[src/rtl/digit_serial_adder_if.sv]
// Operand/result bundle for the digit-serial add/subtract unit.
// The requester drives the master side and the adder sits on the slave side.
interface digit_serial_adder_if #(
   parameter int unsigned WIDTH = 16
);
   logic             start;
   logic             sub;
   logic [WIDTH-1:0] a;
   logic [WIDTH-1:0] b;
   logic             cin;
   logic             busy;
   logic             done;
   logic [WIDTH-1:0] sum;
   logic             cout;
   logic             ovf;

   modport master (
      output start, sub, a, b, cin,
      input  busy, done, sum, cout, ovf
   );

   modport slave (
      input  start, sub, a, b, cin,
      output busy, done, sum, cout, ovf
   );
endinterface

[src/rtl/digit_serial_adder.sv]
// Multi-cycle add/subtract unit: WIDTH-bit operation, DIGIT bits per clock through a
// DIGIT-bit ripple chain, with a start/busy/done handshake.
module digit_serial_adder #(
   parameter int unsigned WIDTH = 16,
   parameter int unsigned DIGIT = 4
) (
   input  logic                 clk,
   input  logic                 rst,
   digit_serial_adder_if.slave  bus
);
   localparam int unsigned N  = WIDTH / DIGIT;
   localparam int unsigned CW = (N > 1) ? $clog2(N) : 1;

   localparam logic [1:0] S_IDLE = 2'd0;
   localparam logic [1:0] S_RUN  = 2'd1;
   localparam logic [1:0] S_DONE = 2'd2;

   if (DIGIT < 1 || DIGIT > WIDTH || (WIDTH % DIGIT) != 0) begin : g_bad_param
      $error("digit_serial_adder: DIGIT must be in 1..WIDTH and divide WIDTH");
   end

   logic [1:0]       state_q, state_d;
   logic [WIDTH-1:0] opa_q, opa_d;
   logic [WIDTH-1:0] opb_q, opb_d;
   logic             carry_q, carry_d;
   logic [CW-1:0]    count_q, count_d;
   logic [WIDTH-1:0] sum_q, sum_d;
   logic             cout_q, cout_d;
   logic             ovf_q, ovf_d;
   logic             busy_q, busy_d;
   logic             done_q, done_d;

   logic [DIGIT-1:0] dig_a, dig_b, dig_sum;
   logic             chain_c, chain_c_msb;
   int unsigned      base;

   // One digit of the ripple chain; chain_c_msb is the carry into the digit's top bit
   always_comb begin
      base        = 32'(count_q) * DIGIT;
      dig_a       = opa_q[base +: DIGIT];
      dig_b       = opb_q[base +: DIGIT];
      dig_sum     = '0;
      chain_c     = carry_q;
      chain_c_msb = carry_q;
      for (int unsigned i = 0; i < DIGIT; i++) begin
         if (i == DIGIT - 1) chain_c_msb = chain_c;
         dig_sum[i] = dig_a[i] ^ dig_b[i] ^ chain_c;
         chain_c    = (dig_a[i] & dig_b[i]) | (chain_c & (dig_a[i] ^ dig_b[i]));
      end
   end

   // Next-state and registered outputs
   always_comb begin
      state_d = state_q;
      opa_d   = opa_q;
      opb_d   = opb_q;
      carry_d = carry_q;
      count_d = count_q;
      sum_d   = sum_q;
      cout_d  = cout_q;
      ovf_d   = ovf_q;
      busy_d  = busy_q;
      done_d  = 1'b0;

      case (state_q)
         S_IDLE: begin
            if (bus.start) begin
               opa_d   = bus.a;
               opb_d   = bus.sub ? ~bus.b : bus.b;
               carry_d = bus.sub ? ~bus.cin : bus.cin;
               count_d = '0;
               busy_d  = 1'b1;
               state_d = S_RUN;
            end
         end
         S_RUN: begin
            sum_d[base +: DIGIT] = dig_sum;
            carry_d = chain_c;
            count_d = count_q + CW'(1);
            if (count_q == CW'(N - 1)) begin
               cout_d  = chain_c;
               ovf_d   = chain_c_msb ^ chain_c;
               busy_d  = 1'b0;
               done_d  = 1'b1;
               state_d = S_DONE;
            end
         end
         S_DONE: begin
            state_d = S_IDLE;
         end
         default: begin
            busy_d  = 1'b0;
            state_d = S_IDLE;
         end
      endcase
   end

   always_ff @(posedge clk) begin
      if (rst) begin
         state_q <= S_IDLE;
         opa_q   <= '0;
         opb_q   <= '0;
         carry_q <= 1'b0;
         count_q <= '0;
         sum_q   <= '0;
         cout_q  <= 1'b0;
         ovf_q   <= 1'b0;
         busy_q  <= 1'b0;
         done_q  <= 1'b0;
      end else begin
         state_q <= state_d;
         opa_q   <= opa_d;
         opb_q   <= opb_d;
         carry_q <= carry_d;
         count_q <= count_d;
         sum_q   <= sum_d;
         cout_q  <= cout_d;
         ovf_q   <= ovf_d;
         busy_q  <= busy_d;
         done_q  <= done_d;
      end
   end

   assign bus.busy = busy_q;
   assign bus.done = done_q;
   assign bus.sum  = sum_q;
   assign bus.cout = cout_q;
   assign bus.ovf  = ovf_q;
endmodule

[src/flat_wrapper.sv]
// flat-port wrapper written by rule: the top's interface ports become plain ports
module digit_serial_adder_flat 
#(
   parameter int unsigned WIDTH = 16,
   parameter int unsigned DIGIT = 4
)
  (clk, rst, bus_start, bus_sub, bus_a, bus_b, bus_cin, bus_busy, bus_done, bus_sum, bus_cout, bus_ovf);
  digit_serial_adder_if #(.WIDTH(WIDTH)) bus_i ();
  input  logic clk;
  input  logic rst;
  input wire logic [$bits(bus_i.start)-1:0] bus_start;
  input wire logic [$bits(bus_i.sub)-1:0] bus_sub;
  input wire logic [$bits(bus_i.a)-1:0] bus_a;
  input wire logic [$bits(bus_i.b)-1:0] bus_b;
  input wire logic [$bits(bus_i.cin)-1:0] bus_cin;
  output wire logic [$bits(bus_i.busy)-1:0] bus_busy;
  output wire logic [$bits(bus_i.done)-1:0] bus_done;
  output wire logic [$bits(bus_i.sum)-1:0] bus_sum;
  output wire logic [$bits(bus_i.cout)-1:0] bus_cout;
  output wire logic [$bits(bus_i.ovf)-1:0] bus_ovf;
  assign bus_i.start = bus_start;
  assign bus_i.sub = bus_sub;
  assign bus_i.a = bus_a;
  assign bus_i.b = bus_b;
  assign bus_i.cin = bus_cin;
  assign bus_busy = bus_i.busy;
  assign bus_done = bus_i.done;
  assign bus_sum = bus_i.sum;
  assign bus_cout = bus_i.cout;
  assign bus_ovf = bus_i.ovf;
  digit_serial_adder #(.WIDTH(WIDTH), .DIGIT(DIGIT)) u_core (.clk(clk), .rst(rst), .bus(bus_i));
endmodule
[config.mk]
export PLATFORM = sky130hd
export DESIGN_NAME = digit_serial_adder_flat
export DESIGN_NICKNAME = d
export VERILOG_FILES = /design/src/rtl/digit_serial_adder_if.sv /design/src/rtl/digit_serial_adder.sv /design/src/flat_wrapper.sv
export SDC_FILE = /design/constraint.sdc
export NUM_CORES = 1
export LEC_CHECK = 0
export ABC_AREA = 1
export CORE_MARGIN = 2
export CORE_UTILIZATION = 49
export CTS_BUF_LIST = sky130_fd_sc_hd__clkbuf_4 sky130_fd_sc_hd__clkbuf_8
export DETAILED_ROUTE_END_ITERATION = 7
export GPL_TIMING_DRIVEN = 0
export PLACE_DENSITY = 0.78
export SYNTH_ARGS = -nofsm -noshare
export SYNTH_HDL_FRONTEND = slang
export SYNTH_SLANG_ARGS = --single-unit
[constraint.sdc]
create_clock -name clk -period 7.4 [get_ports clk]
set_input_delay 1.48 -clock clk [delete_from_list [all_inputs] [get_ports clk]]
set_output_delay 1.48 -clock clk [all_outputs]
set_load 0.01 [all_outputs]
# Word level (Yosys, flattened, before mapping)

Cells that the tools add are included.

Output and inout bits: 20
Input port bits: 37
Register bits: 57
Word-level logic and storage cells: 68

Add/subtract/negate cells: 2
Bitwise operators: 25
Shift-type cells: 4
Reduce and logical (&&, ||, !) cells: 8
Multiplexer cells: 14
Equal/unequal tests: 5

Operators by type and width:

| kind                      | count |
|---|---|
| $neg A4 Y34               | 1 |
| $shift A4 B34 Y16 const A | 1 |
| $shiftx A4 B34 Y16        | 1 |
| $shiftx A16 B5 Y4         | 2 |
| $bwmux W16                | 1 |
| $mux W16                  | 1 |
| $not A16 Y16              | 1 |
| $xor A1 B1 Y1             | 9 |
| $and A1 B1 Y1             | 8 |
| $pmux W2 S2               | 2 |
| $reduce_and A2 Y1         | 4 |
| $mux W2                   | 3 |
| $mux W1                   | 5 |
| $eq A2 B2 Y1 const B      | 2 |
| $or A1 B1 Y1              | 4 |
| $not A1 Y1                | 3 |
| $pmux W1 S3               | 1 |
| $reduce_and A3 Y1         | 1 |
| $add A2 B1 Y2 const B     | 1 |
| $eq A2 B1 Y1 const B      | 1 |
| $logic_not A2 Y1          | 1 |
| $ne A2 B1 Y1 const B      | 1 |
| $ne A2 B2 Y1 const B      | 1 |
| $pmux W1 S2               | 1 |
| other kinds (2)           | 2 |

# Depth between registers and ports, before layout

Gate-level depths: netlist of run 1.

Depth after elaboration: 11
Mapped depth: 14
Depth with buffers taken out: 13

# Worst setup path after synthesis of run 1

OpenSTA, ideal clock, no wires.

Path kind: reg2reg
Start point: reg u_core.count_q[0]
End point: reg u_core.sum_q[7], in the netlist u_core.bus.sum[7]
Stages on the path, launching flop included: 15
Clock period less this slack: 2.877 ns
Setup time: 0.128 ns
Arrival: 2.750 ns
Setup slack: 4.523 ns
Path buffers: 1
Data required time: 7.272 ns
Cell sequence: dfxtp_1 > inv_1 > clkbuf_1 > o21ai_0 > o22ai_1 > fa_1 > inv_1 > fa_1 > fa_1 > inv_1 > fa_1 > nand3_1 > nor2_1 > nor2_1 > nor2_1

Cells in the longest elaborated chain, start to end: 11

RTL lines:

| element                                     | RTL line                                           | RTL |
|---|---|---|
| from (decl)                                 | digit_serial_adder.sv:26                           | `logic [CW-1:0] count_q, count_d;` |
| from (signal assigned)                      | digit_serial_adder.sv:115                          | `count_q <= count_d;` |
| $shiftx A16 B5 Y4, on equally long branches | digit_serial_adder.sv:40, digit_serial_adder.sv:41 |  |
| $xor A1 B1 Y1                               | digit_serial_adder.sv:47, digit_serial_adder.sv:48 |  |
| $and A1 B1 Y1                               | digit_serial_adder.sv:48                           | `chain_c = (dig_a[i] & dig_b[i]) \| (chain_c & (dig_a[i] ^ dig_b[i]));` |
| $or A1 B1 Y1                                | digit_serial_adder.sv:48                           |  |
| $and A1 B1 Y1                               | digit_serial_adder.sv:48                           |  |
| $or A1 B1 Y1                                | digit_serial_adder.sv:48                           |  |
| $and A1 B1 Y1                               | digit_serial_adder.sv:48                           |  |
| $or A1 B1 Y1                                | digit_serial_adder.sv:48                           |  |
| $xor A1 B1 Y1                               | digit_serial_adder.sv:47                           | `dig_sum[i] = dig_a[i] ^ dig_b[i] ^ chain_c;` |
| $shiftx A4 B34 Y16                          | digit_serial_adder.sv:77                           | `sum_d[base +: DIGIT] = dig_sum;` |
| $bwmux W16 *                                | digit_serial_adder.sv:77                           |  |
| to (signal assigned)                        | digit_serial_adder.sv:116                          | `sum_q <= sum_d;` |
| to (decl)                                   | digit_serial_adder.sv:27                           | `logic [WIDTH-1:0] sum_q, sum_d;` |

Mark *: on every way between the ends. The rest lies on a longest branch, timed or not.
A chain may end at the register's enable or synchronous reset.

# Final worst setup path of run 1

Same ends and word-level chain as after synthesis.

==> out/summary.txt, run 1 <==
status: completed
WL/cell: 12.2 um
final setup fails: 0
largest net degree at the start of global routing: 13
Via density: 4.87
Worst-Skew Late Latency: 0.34 ns
Antenna Cells: 0
GP Congestion: 0.837
Worst-Margin Slew: 0.565 ns
Worst Setup EP: u_core.bus.sum[7]$_SDFFE_PP0P_
Crit Path Category: flip-flop to flip-flop
area share of the largest cell type after synthesis: 0.418
Synth Area per Inst: 7.26 um^2
H-Tree Level Count: 3
Critical Path Sink Type: flip-flop
final hold slack: 0.464 ns
post-layout min period: 3.43 ns
Setup Skew: 0.00886 ns
DIE AREA: 6180 um^2
layout cells sized above 1: 0.0895
final worst path period share: 0.464
Overall Global Routing Usage: 0.224
postcts setup bufs: 0
Die Wd: 78.6 um
Syn-to-layout area delta: 30.1%
Distinct cells, synth: 27
RSZ-0062 raised after global routing: no
antenna viol nets, final: 0
DRC viols: 0
Sum Neg Setup Slack: 0 ns
final slew viol count: 0
Post-Layout Cell Count: 519
DP Wirelength: 4620 um
FF-to-FF End: u_core.bus.sum[7]$_SDFFE_PP0P_
clock root buffer: clkbuf_8
CTS tree: done
CP Data Arrival Time: 3.65 ns
synth warn: 0
Mapped Nets: 423
vias in the first global route: 2,458
TritonCTS buffer count: 9
PwrDens: 210 nW/um^2
io pins: 57
DRT iter0 DRCs: 148
biggest area consumer among synthesized cells: dfxtp_1
post-CTS sizing: 0
CTS Buffer Depth: 2
crit path launch type: flip-flop
vias post-DR: 2,530
drt first pass iters: 4
cell area after layout: 3550 um^2
commonest non-fill, non-tap cells in the layout: 79 x nor2_1, 68 x nand2_1, 57 x dfxtp_1, 55 x clkdlybuf4s50_1, 31 x o21ai_0
depth of the most critical reg-to-reg path: 14
max_cap viols: 0
worst path required time: 7.61 ns
fin nets: 489
reg2reg setup slack: 3.97 ns
placed standard-cell area: 3370 um^2
Rel. slew slack: 0.624
initial core utilization: 0.502
synthesized instance count: 376
maximum vdd drop: 154 uV
placed insts: 503
Post-Syn Area: 2730 um^2
synthesized flop and latch total: 57
Rows: 27
CP Max Fanout: 12
Lkg Pwr: 1.52 nW
Die Height: 78.6 um
initial antenna violation count: 0
Worst-path clk slew: 0.07 ns
f_max: 0.292 GHz
Filler cells: 483
first-pass GRT wire length: 10,800 um
worst setup path start: u_core.count_q[0]$_SDFFE_PP0P_
Hold Path Class: flip-flop to flip-flop
R2R Path Start: u_core.count_q[0]$_SDFFE_PP0P_
share of the yosys chip area belonging to registers: 0.418
Core Footprint: 5440 um^2
port buffer count: 55
endpoints failing hold: 0
CTS sink cnt: 57
Overflow after GRT: 0
commonest non-fill, non-tap cell in the layout: nor2_1
Hold-fix buffers, CTS: 0
top post-synthesis cells by area: dfxtp_1 42%, nor2_1 11%, nand2_1 9.4%
WL final: 6310 um
-- state kept, by name, summed over array words and instances, names as in the netlist --
signal,count
u_core.count_q,2
u_core.bus.sum,16
u_core.bus.ovf,1
u_core.opa_q,16
u_core.carry_q,1
u_core.bus.done,1
u_core.bus.cout,1
u_core.state_q,2
u_core.opb_q,16
u_core.bus.busy,1
-- layout make-up --
type                    count  area, um^2  area share
clock buffers              13         166      0.0469
plain buffers              18        85.1      0.0240
repair buffers             55         551       0.155
well taps                  72        90.1      0.0254
multi-input cells         272        1390       0.393
inverters                  29         109      0.0307
flip-flops and latches     57        1140       0.321
clock inverters             3        15.0     0.00423
-- cell usage after synthesis (all sizes together) --
library cell,instances
xor2,16
o22a,4
dfxtp,57
o22ai,4
nand3,11
clkbuf,8
xnor2,1
a21oi,26
ha,6
nor2,85
fa,4
nand2,69
o21ai,41
buf,10
inv,29
nor3,2
or2,2
nand4,1
-- where the power goes --
group	switching (mW)	total, mW	internal [mW]
sequential	0.0115	0.337	0.326
combinational	0.0802	0.145	0.0649
clock	0.120	0.265	0.145
-- metrics by stage --
step,total power [mW],setup WS [ns],util
after floorplan,0.435,4.52,-
final,0.747,3.97,0.653
after global placement,0.484,4.09,0.620
after CTS,0.749,3.97,0.653
after detailed placement,0.487,4.05,0.620
after global routing,0.783,3.69,0.653
-- routing by layer --
layer  up-vias  global-route usage  wire [um]
li1       1327                   -          -
met1      1132               0.262       2800
met2        58               0.380       3070
met3        13              0.0506        284
met4         0               0.121        155
met5         -                   0          0
-- critical path, cell delays in order (launching register included) --
cell and delay [ns]:
dfxtp_1 0.38, inv_1 0.09, clkbuf_1 0.44, o21ai_0 0.16
o22ai_1 0.23, fa_1 0.22, inv_1 0.05, fa_1 0.38
fa_1 0.41, inv_1 0.08, fa_1 0.46, nand3_1 0.16
nor2_1 0.08, nor2_1 0.10, nor2_1 0.05
-- worst min path at each step --
stage | start | endpoint | slack [ns] | cells past startpoint
after CTS | u_core.bus.sum[13]$_SDFFE_PP0P_ | u_core.bus.sum[13]$_SDFFE_PP0P_ | 0.46 | 2
after detailed placement | u_core.opb_q[5]$_SDFFE_PP0P_ | u_core.opb_q[5]$_SDFFE_PP0P_ | 0.45 | 2
after global placement | u_core.opb_q[15]$_SDFFE_PP0P_ | u_core.opb_q[15]$_SDFFE_PP0P_ | 0.45 | 2
after floorplan | u_core.opb_q[4]$_SDFFE_PP0P_ | u_core.opb_q[4]$_SDFFE_PP0P_ | 0.44 | 2
final | u_core.bus.sum[13]$_SDFFE_PP0P_ | u_core.bus.sum[13]$_SDFFE_PP0P_ | 0.46 | 2
after global routing | u_core.bus.sum[12]$_SDFFE_PP0P_ | u_core.bus.sum[12]$_SDFFE_PP0P_ | 0.49 | 2
-- logic make-up (layout without fill, tap and decap cells) --
family	after synthesis	count (layout)	share of synthesized area
XOR/XNOR	17	17	0.0546
AND/OR/NAND/NOR	170	170	0.254
AO/OA/AOI/OAI	75	75	0.145
flip-flops	57	57	0.418
adder cells (fa/ha/maj)	10	10	0.0569
buffers and inverters	47	118	0.0711
No activity file was read; power rests on OpenSTA's default activity.
==> run 2: changes to the inputs <==
- clock period: 7.4 -> 3.4 ns (I/O delays scaled with it)
==> run 2 against run 1 <==
Via count fell by 0.47%. Sequential power increased by 120%. Clock power rose by 120%. Critical endpoint unchanged.
==> out/summary.txt, run 2 (synthesis results as in run 1) <==
post-layout min period: 3.15 ns (-0.277 ns)
Crit Path Category: flip-flop to flip-flop
met2 global-route usage: 0.381 (+0.000855)
CTS tree: done
port buffer count: 55 (unchanged)
status: completed
fin nets: 488 (-0.20%)
largest net degree at the start of global routing: 14 (+1)
crit path launch type: flip-flop
Worst-path clk slew: 0.06 ns (about the same)
io pins: 57 (unchanged)
Critical Path Sink Type: flip-flop
vias post-DR: 2,518 (-0.47%)
layout cells sized above 1: 0.101 (+0.0114)
Overall Global Routing Usage: 0.224 (-0.000244)
CP Max Fanout: 10 (-2)
Worst-Skew Late Latency: 0.34 ns (about the same)
maximum vdd drop: 332 uV (+120%)
DRT iter0 DRCs: 110 (-26%)
endpoints failing hold: 0 (unchanged)
antenna viol nets, final: 0 (unchanged)
slowest cell delay on critical path: 0.46 ns (about the same)
Die Wd: 78.6 um (unchanged)
most used cell, CP: fa_1
first-pass GRT wire length: 10,800 um (-0.19%)
max_cap viols: 0 (unchanged)
Sum Neg Setup Slack: 0 ns (unchanged)
WP buf/inv: 3 (-1)
WL final: 6300 um (-0.19%)
Lkg Pwr: 1.53 nW (+0.38%)
Core Footprint: 5440 um^2 (unchanged)
final slew viol count: 0 (unchanged)
Overflow after GRT: 0 (unchanged)
Via density: 4.86 (-0.28%)
Overall Power: 1.63 mW (+120%)
RSZ-0062 raised after global routing: no
Worst-Margin Slew: 0.520 ns (-0.0452 ns)
most used routing layer: met2
H-Tree Level Count: 3 (unchanged)
critical-path cell with the highest stage delay: fa_1
Hold-fix buffers, CTS: 0 (unchanged)
commonest non-fill, non-tap cells in the layout: 79 x nor2_1, 68 x nand2_1, 56 x dfxtp_1, 55 x clkdlybuf4s50_1, 31 x o21ai_0
f_max: 0.317 GHz (+8.8%)
clock root buffer: clkbuf_8
DP Wirelength: 4620 um (unchanged)
CP Data Arrival Time: 3.37 ns (-0.28 ns)
GR Util met1: 0.261 (-0.00144)
WL/cell: 12.2 um (about the same)
final worst path period share: 0.928 (+0.464)
delay-heaviest family, CP: adder cells
initial core utilization: 0.502 (unchanged)
Filler cells: 483 (unchanged)
critical-path cell list: buf_2 -> o21ai_0 -> o22ai_1 -> fa_1 -> inv_1 -> fa_1 -> fa_1 -> inv_1 -> fa_1 -> nand3_1 -> nor2_1 -> nor2_1 -> nor2_1
vias in the first global route: 2,456 (-0.081%)
worst path required time: 3.62 ns (-3.99 ns)
Setup Skew: 0.00694 ns (-0.00192 ns)
DRC viols: 0 (unchanged)
Antenna Cells: 0 (unchanged)
DIE AREA: 6180 um^2 (unchanged)
CTS Buffer Depth: 2 (unchanged)
drt first pass iters: 4 (unchanged)
PwrDens: 458 nW/um^2 (+120%)
GP Congestion: 0.837 (unchanged)
final setup fails: 0 (unchanged)
Syn-to-layout area delta: 30.4%
Rows: 27 (unchanged)
initial antenna violation count: 0 (unchanged)
Rel. slew slack: 0.654 (+0.0301)
postcts setup bufs: 0 (unchanged)
Util after Layout: 0.654 (+0.00115)
commonest non-fill, non-tap cell in the layout: nor2_1
TritonCTS buffer count: 9 (unchanged)
CTS sink cnt: 57 (unchanged)
met3 Use GR: 0.0506 (unchanged)
Hold Path Class: flip-flop to flip-flop
Die Height: 78.6 um (unchanged)
## run 2: cell types whose count changed in the layout (fill, tap and decap cells not counted), sizes merged
cell,change
inv,-1
buf,+1
clkinvlp,+1
clkbuf,-2
## run 2: power by group
group	switching (mW)	internal [mW]	leakage, nW	total, mW
registers	0.0260	0.709	0.467	0.735
clock network	0.261	0.316	0.100	0.577
logic	0.174	0.142	0.960	0.316
## run 2: layout make-up
cell class	count	area, um^2	share of cell area
Clock buffer	13	166	0.0468
Timing Repair Buffer	55	551	0.155
Buffer	17	83.8	0.0236
Inverter	29	115	0.0324
Sequential cell	57	1140	0.321
Tap cell	72	90.1	0.0253
Clock inverter	3	15.0	0.00422
Multi-Input combinational cell	272	1390	0.392
## run 2: per-layer routing
metal	up-vias	wire length, um
met1	1125	2770
met5	-	0
li1	1323	-
met4	0	153
met2	57	3080
met3	13	291
## run 2: worst paths after layout
path / to / depth (start not counted) / slack, ns / startpoint
setup / recovery: u_core.bus.sum[7]$_SDFFE_PP0P_ / 13 / 0.25 / u_core.count_q[1]$_SDFFE_PP0P_
hold / removal: u_core.bus.sum[13]$_SDFFE_PP0P_ / 2 / 0.46 / u_core.bus.sum[13]$_SDFFE_PP0P_
setup reg to reg: u_core.bus.sum[7]$_SDFFE_PP0P_ / 13 / 0.25 / u_core.count_q[1]$_SDFFE_PP0P_
hold reg to reg: u_core.bus.sum[13]$_SDFFE_PP0P_ / 2 / 0.46 / u_core.bus.sum[13]$_SDFFE_PP0P_
## run 2: stage by stage
stage               worst slack [ns]  hold slack (ns)  instance area, um^2  std cells
detailed placement            0.0507            0.453                 3370        503
floorplan                      0.523            0.441                 2730        376
CTS                           0.0518            0.464                 3550        518
global placement              0.0913            0.453                 3370        503
global route                  0.0179            0.489                 3560        518
finish                         0.246            0.464                 3560        518
## run 2: repair_timing
item / CTS / global route
resized for setup: 1 / 8
setup endpoints to repair: 1 / 4
pin swaps: 0 / 1
## run 2: tightest hold or removal path, stage by stage (launching register included)
cell     delay [ns]
dfxtp_1        0.31
nand2_1        0.06
a21oi_1        0.05
==> run 3: changes to the inputs <==
- CAP_MARGIN: unset -> 10
- DONT_BUFFER_PORTS: unset -> 1
- PLACE_DENSITY: 0.78 -> 0.65
==> run 3 against run 2 <==
Clock skew fell by 0.00097 ns. Die area is the same. Non-clock buffer count decreased by 55. Sequential cell count stayed put. Final area shrank 14%. Clock power rose by 17%. Core utilization decreased by 9.4 points. First-iteration DRC count increased by 12%. Fmax increased by 0.25%. Largest cell class unchanged.
==> out/summary.txt, run 3 (synthesis results as in run 1) <==
TritonCTS buffer count: 9 (unchanged)
DIE AREA: 6180 um^2 (unchanged)
postcts setup bufs: 0 (unchanged)
layout cells sized above 1: 0.118 (+0.0168)
fin nets: 433 (-11%)
Overflow after GRT: 0 (unchanged)
reg2reg setup slack: 0.25 ns (about the same)
post-layout min period: 3.15 ns (-0.00788 ns)
pre-CTS setup slack: -0.0392 ns (-0.0899 ns)
hold path cells: 2 (unchanged)
commonest non-fill, non-tap cells in the layout: 79 x nor2_1, 68 x nand2_1, 56 x dfxtp_1, 31 x o21ai_0, 26 x a21oi_1
worst path required time: 3.61 ns (about the same)
WL/cell: 13.6 um (+12%)
max_cap viols: 0 (unchanged)
WL final: 6310 um (+0.22%)
R2R Path Start: u_core.count_q[0]$_SDFFE_PP0P_
DRC viols: 0 (unchanged)
CP Max Fanout: 10 (unchanged)
maximum vdd drop: 278 uV (-16%)
Die Height: 78.6 um (unchanged)
Via density: 5.03 (+3.4%)
final worst path period share: 0.925 (-0.00232)
status: completed
final slew viol count: 0 (unchanged)
CTS sink cnt: 57 (unchanged)
Worst-path clk slew: 0.06 ns (about the same)
Crit Path Category: flip-flop to flip-flop
Rows: 27 (unchanged)
area of the multi-input gates: 1400 um^2 (+0.45%)
Lkg Pwr: 1.34 nW (-12%)
Syn-to-layout area delta: 11.6%
final setup fails: 0 (unchanged)
DRT iter0 DRCs: 123 (+12%)
vias in the first global route: 2,154 (-12%)
depth of the most critical reg-to-reg path: 13 (unchanged)
vias post-DR: 2,328 (-7.5%)
CTS tree: done
FF-to-FF End: u_core.bus.sum[7]$_SDFFE_PP0P_
Critical Path Sink Type: flip-flop
Worst-Margin Slew: 0.515 ns (-0.00424 ns)
largest net degree at the start of global routing: 14 (unchanged)
DP Wirelength: 4550 um (-1.5%)
Overall Global Routing Usage: 0.222 (-0.00225)
RSZ-0062 raised after global routing: no
Die Wd: 78.6 um (unchanged)
CTS Buffer Depth: 2 (unchanged)
H-Tree Level Count: 3 (unchanged)
port buffer count: 0 (-100%)
io pins: 57 (unchanged)
Overall Power: 1.68 mW (+3.1%)
Worst-Skew Late Latency: 0.34 ns (about the same)
Hold Path Class: flip-flop to flip-flop
f_max: 0.318 GHz (+0.25%)
initial core utilization: 0.502 (unchanged)
commonest non-fill, non-tap cell in the layout: nor2_1
GP Congestion: 0.844 (+0.92%)
Worst Min Path Start: u_core.opb_q[4]$_SDFFE_PP0P_
CP Data Arrival Time: 3.36 ns (about the same)
endpoints failing hold: 0 (unchanged)
Setup Skew: 0.00597 ns (-0.000971 ns)
clock root buffer: clkbuf_8
Core Footprint: 5440 um^2 (unchanged)
Antenna Cells: 0 (unchanged)
drt first pass iters: 4 (unchanged)
antenna viol nets, final: 0 (unchanged)
initial antenna violation count: 0 (unchanged)
first-pass GRT wire length: 10,400 um (-3.1%)
PwrDens: 551 nW/um^2 (+20%)
crit path launch type: flip-flop
register area: 1140 um^2 (unchanged)
Rel. slew slack: 0.656 (+0.00283)
setup ws final: 0.254 ns (+0.00788 ns)
Hold Path End: u_core.opb_q[4]$_SDFFE_PP0P_
Filler cells: 562 (+16%)
[run 3: cell types whose count changed in the layout (fill, tap and decap cells not counted), sizes merged]
cell	before	now
clkdlybuf4s50	55	0
clkbuf	19	21
clkinv	3	1
bufinv	0	1
buf	11	10
[run 3: power by group]
group / switching [mW] / internal (mW)
clock network: 0.262 / 0.414
registers: 0.0297 / 0.709
logic: 0.166 / 0.0988
total: 0.458 / 1.22
[run 3: worst max path at each step]
| stage | startpoint | endpoint | slack [ns] | depth (start not counted) |
|---|---|---|---|---|
| global placement | u_core.count_q[1]$_SDFFE_PP0P_ | u_core.bus.sum[7]$_SDFFE_PP0P_ | 0.03 | 14 |
| global route | u_core.count_q[1]$_SDFFE_PP0P_ | u_core.bus.sum[15]$_SDFFE_PP0P_ | 0.02 | 14 |
| finish | u_core.count_q[0]$_SDFFE_PP0P_ | u_core.bus.sum[7]$_SDFFE_PP0P_ | 0.25 | 13 |
| floorplan | u_core.count_q[0]$_SDFFE_PP0P_ | u_core.bus.sum[7]$_SDFFE_PP0P_ | 0.52 | 14 |
| detailed placement | u_core.count_q[0]$_SDFFE_PP0P_ | u_core.bus.sum[7]$_SDFFE_PP0P_ | -0.04 | 14 |
| CTS | u_core.count_q[1]$_SDFFE_PP0P_ | u_core.bus.sum[7]$_SDFFE_PP0P_ | 0.03 | 13 |
[run 3: repair_timing]
action	4_1_cts	5_1_grt
resized for setup	2	6
setup endpoints to repair	2	4
hold buffers	0	0
[run 3: critical path, stage by stage, from the launching register on]
cell	delay (ns)
dfxtp_2	0.43
clkbuf_2	0.26
o21ai_0	0.11
o22ai_1	0.26
fa_1	0.22
inv_1	0.05
fa_1	0.39
fa_1	0.42
inv_1	0.09
fa_1	0.45
nand3_1	0.15
nor2_1	0.07
nor2_1	0.08
nor2_1	0.04
[run 3: per-stage QoR]
step | cells | setup TNS [ns] | area, um^2 | hold WS (ns) | utilization
3_5_place_dp | 448 | -0.0538 | 2820 | 0.456 | 0.518
6_report | 463 | 0 | 3050 | 0.464 | 0.560
3_3_place_gp | 448 | 0 | 2820 | 0.452 | 0.518
2_1_floorplan | 376 | 0 | 2730 | 0.441 | -
5_1_grt | 463 | 0 | 3050 | 0.481 | 0.560
4_1_cts | 463 | 0 | 3030 | 0.465 | 0.557
[run 3: layout make-up]
| class | instances | share of cell area |
|---|---|---|
| Clock buffer | 14 | 0.0591 |
| Sequential cell | 57 | 0.375 |
| Tap cell | 72 | 0.0296 |
| Clock inverter | 2 | 0.0115 |
| Buffer | 17 | 0.0275 |
| Inverter | 29 | 0.0378 |
| Multi-Input combinational cell | 272 | 0.460 |
[run 3: layer usage]
metal  vias up  global-route usage  part of all wire
met5         -                   0                 0
met4         0               0.116             0.019
met3         9              0.0494             0.056
met2        61               0.340              0.46
met1      1043               0.291              0.47
li1       1215                   -                 -
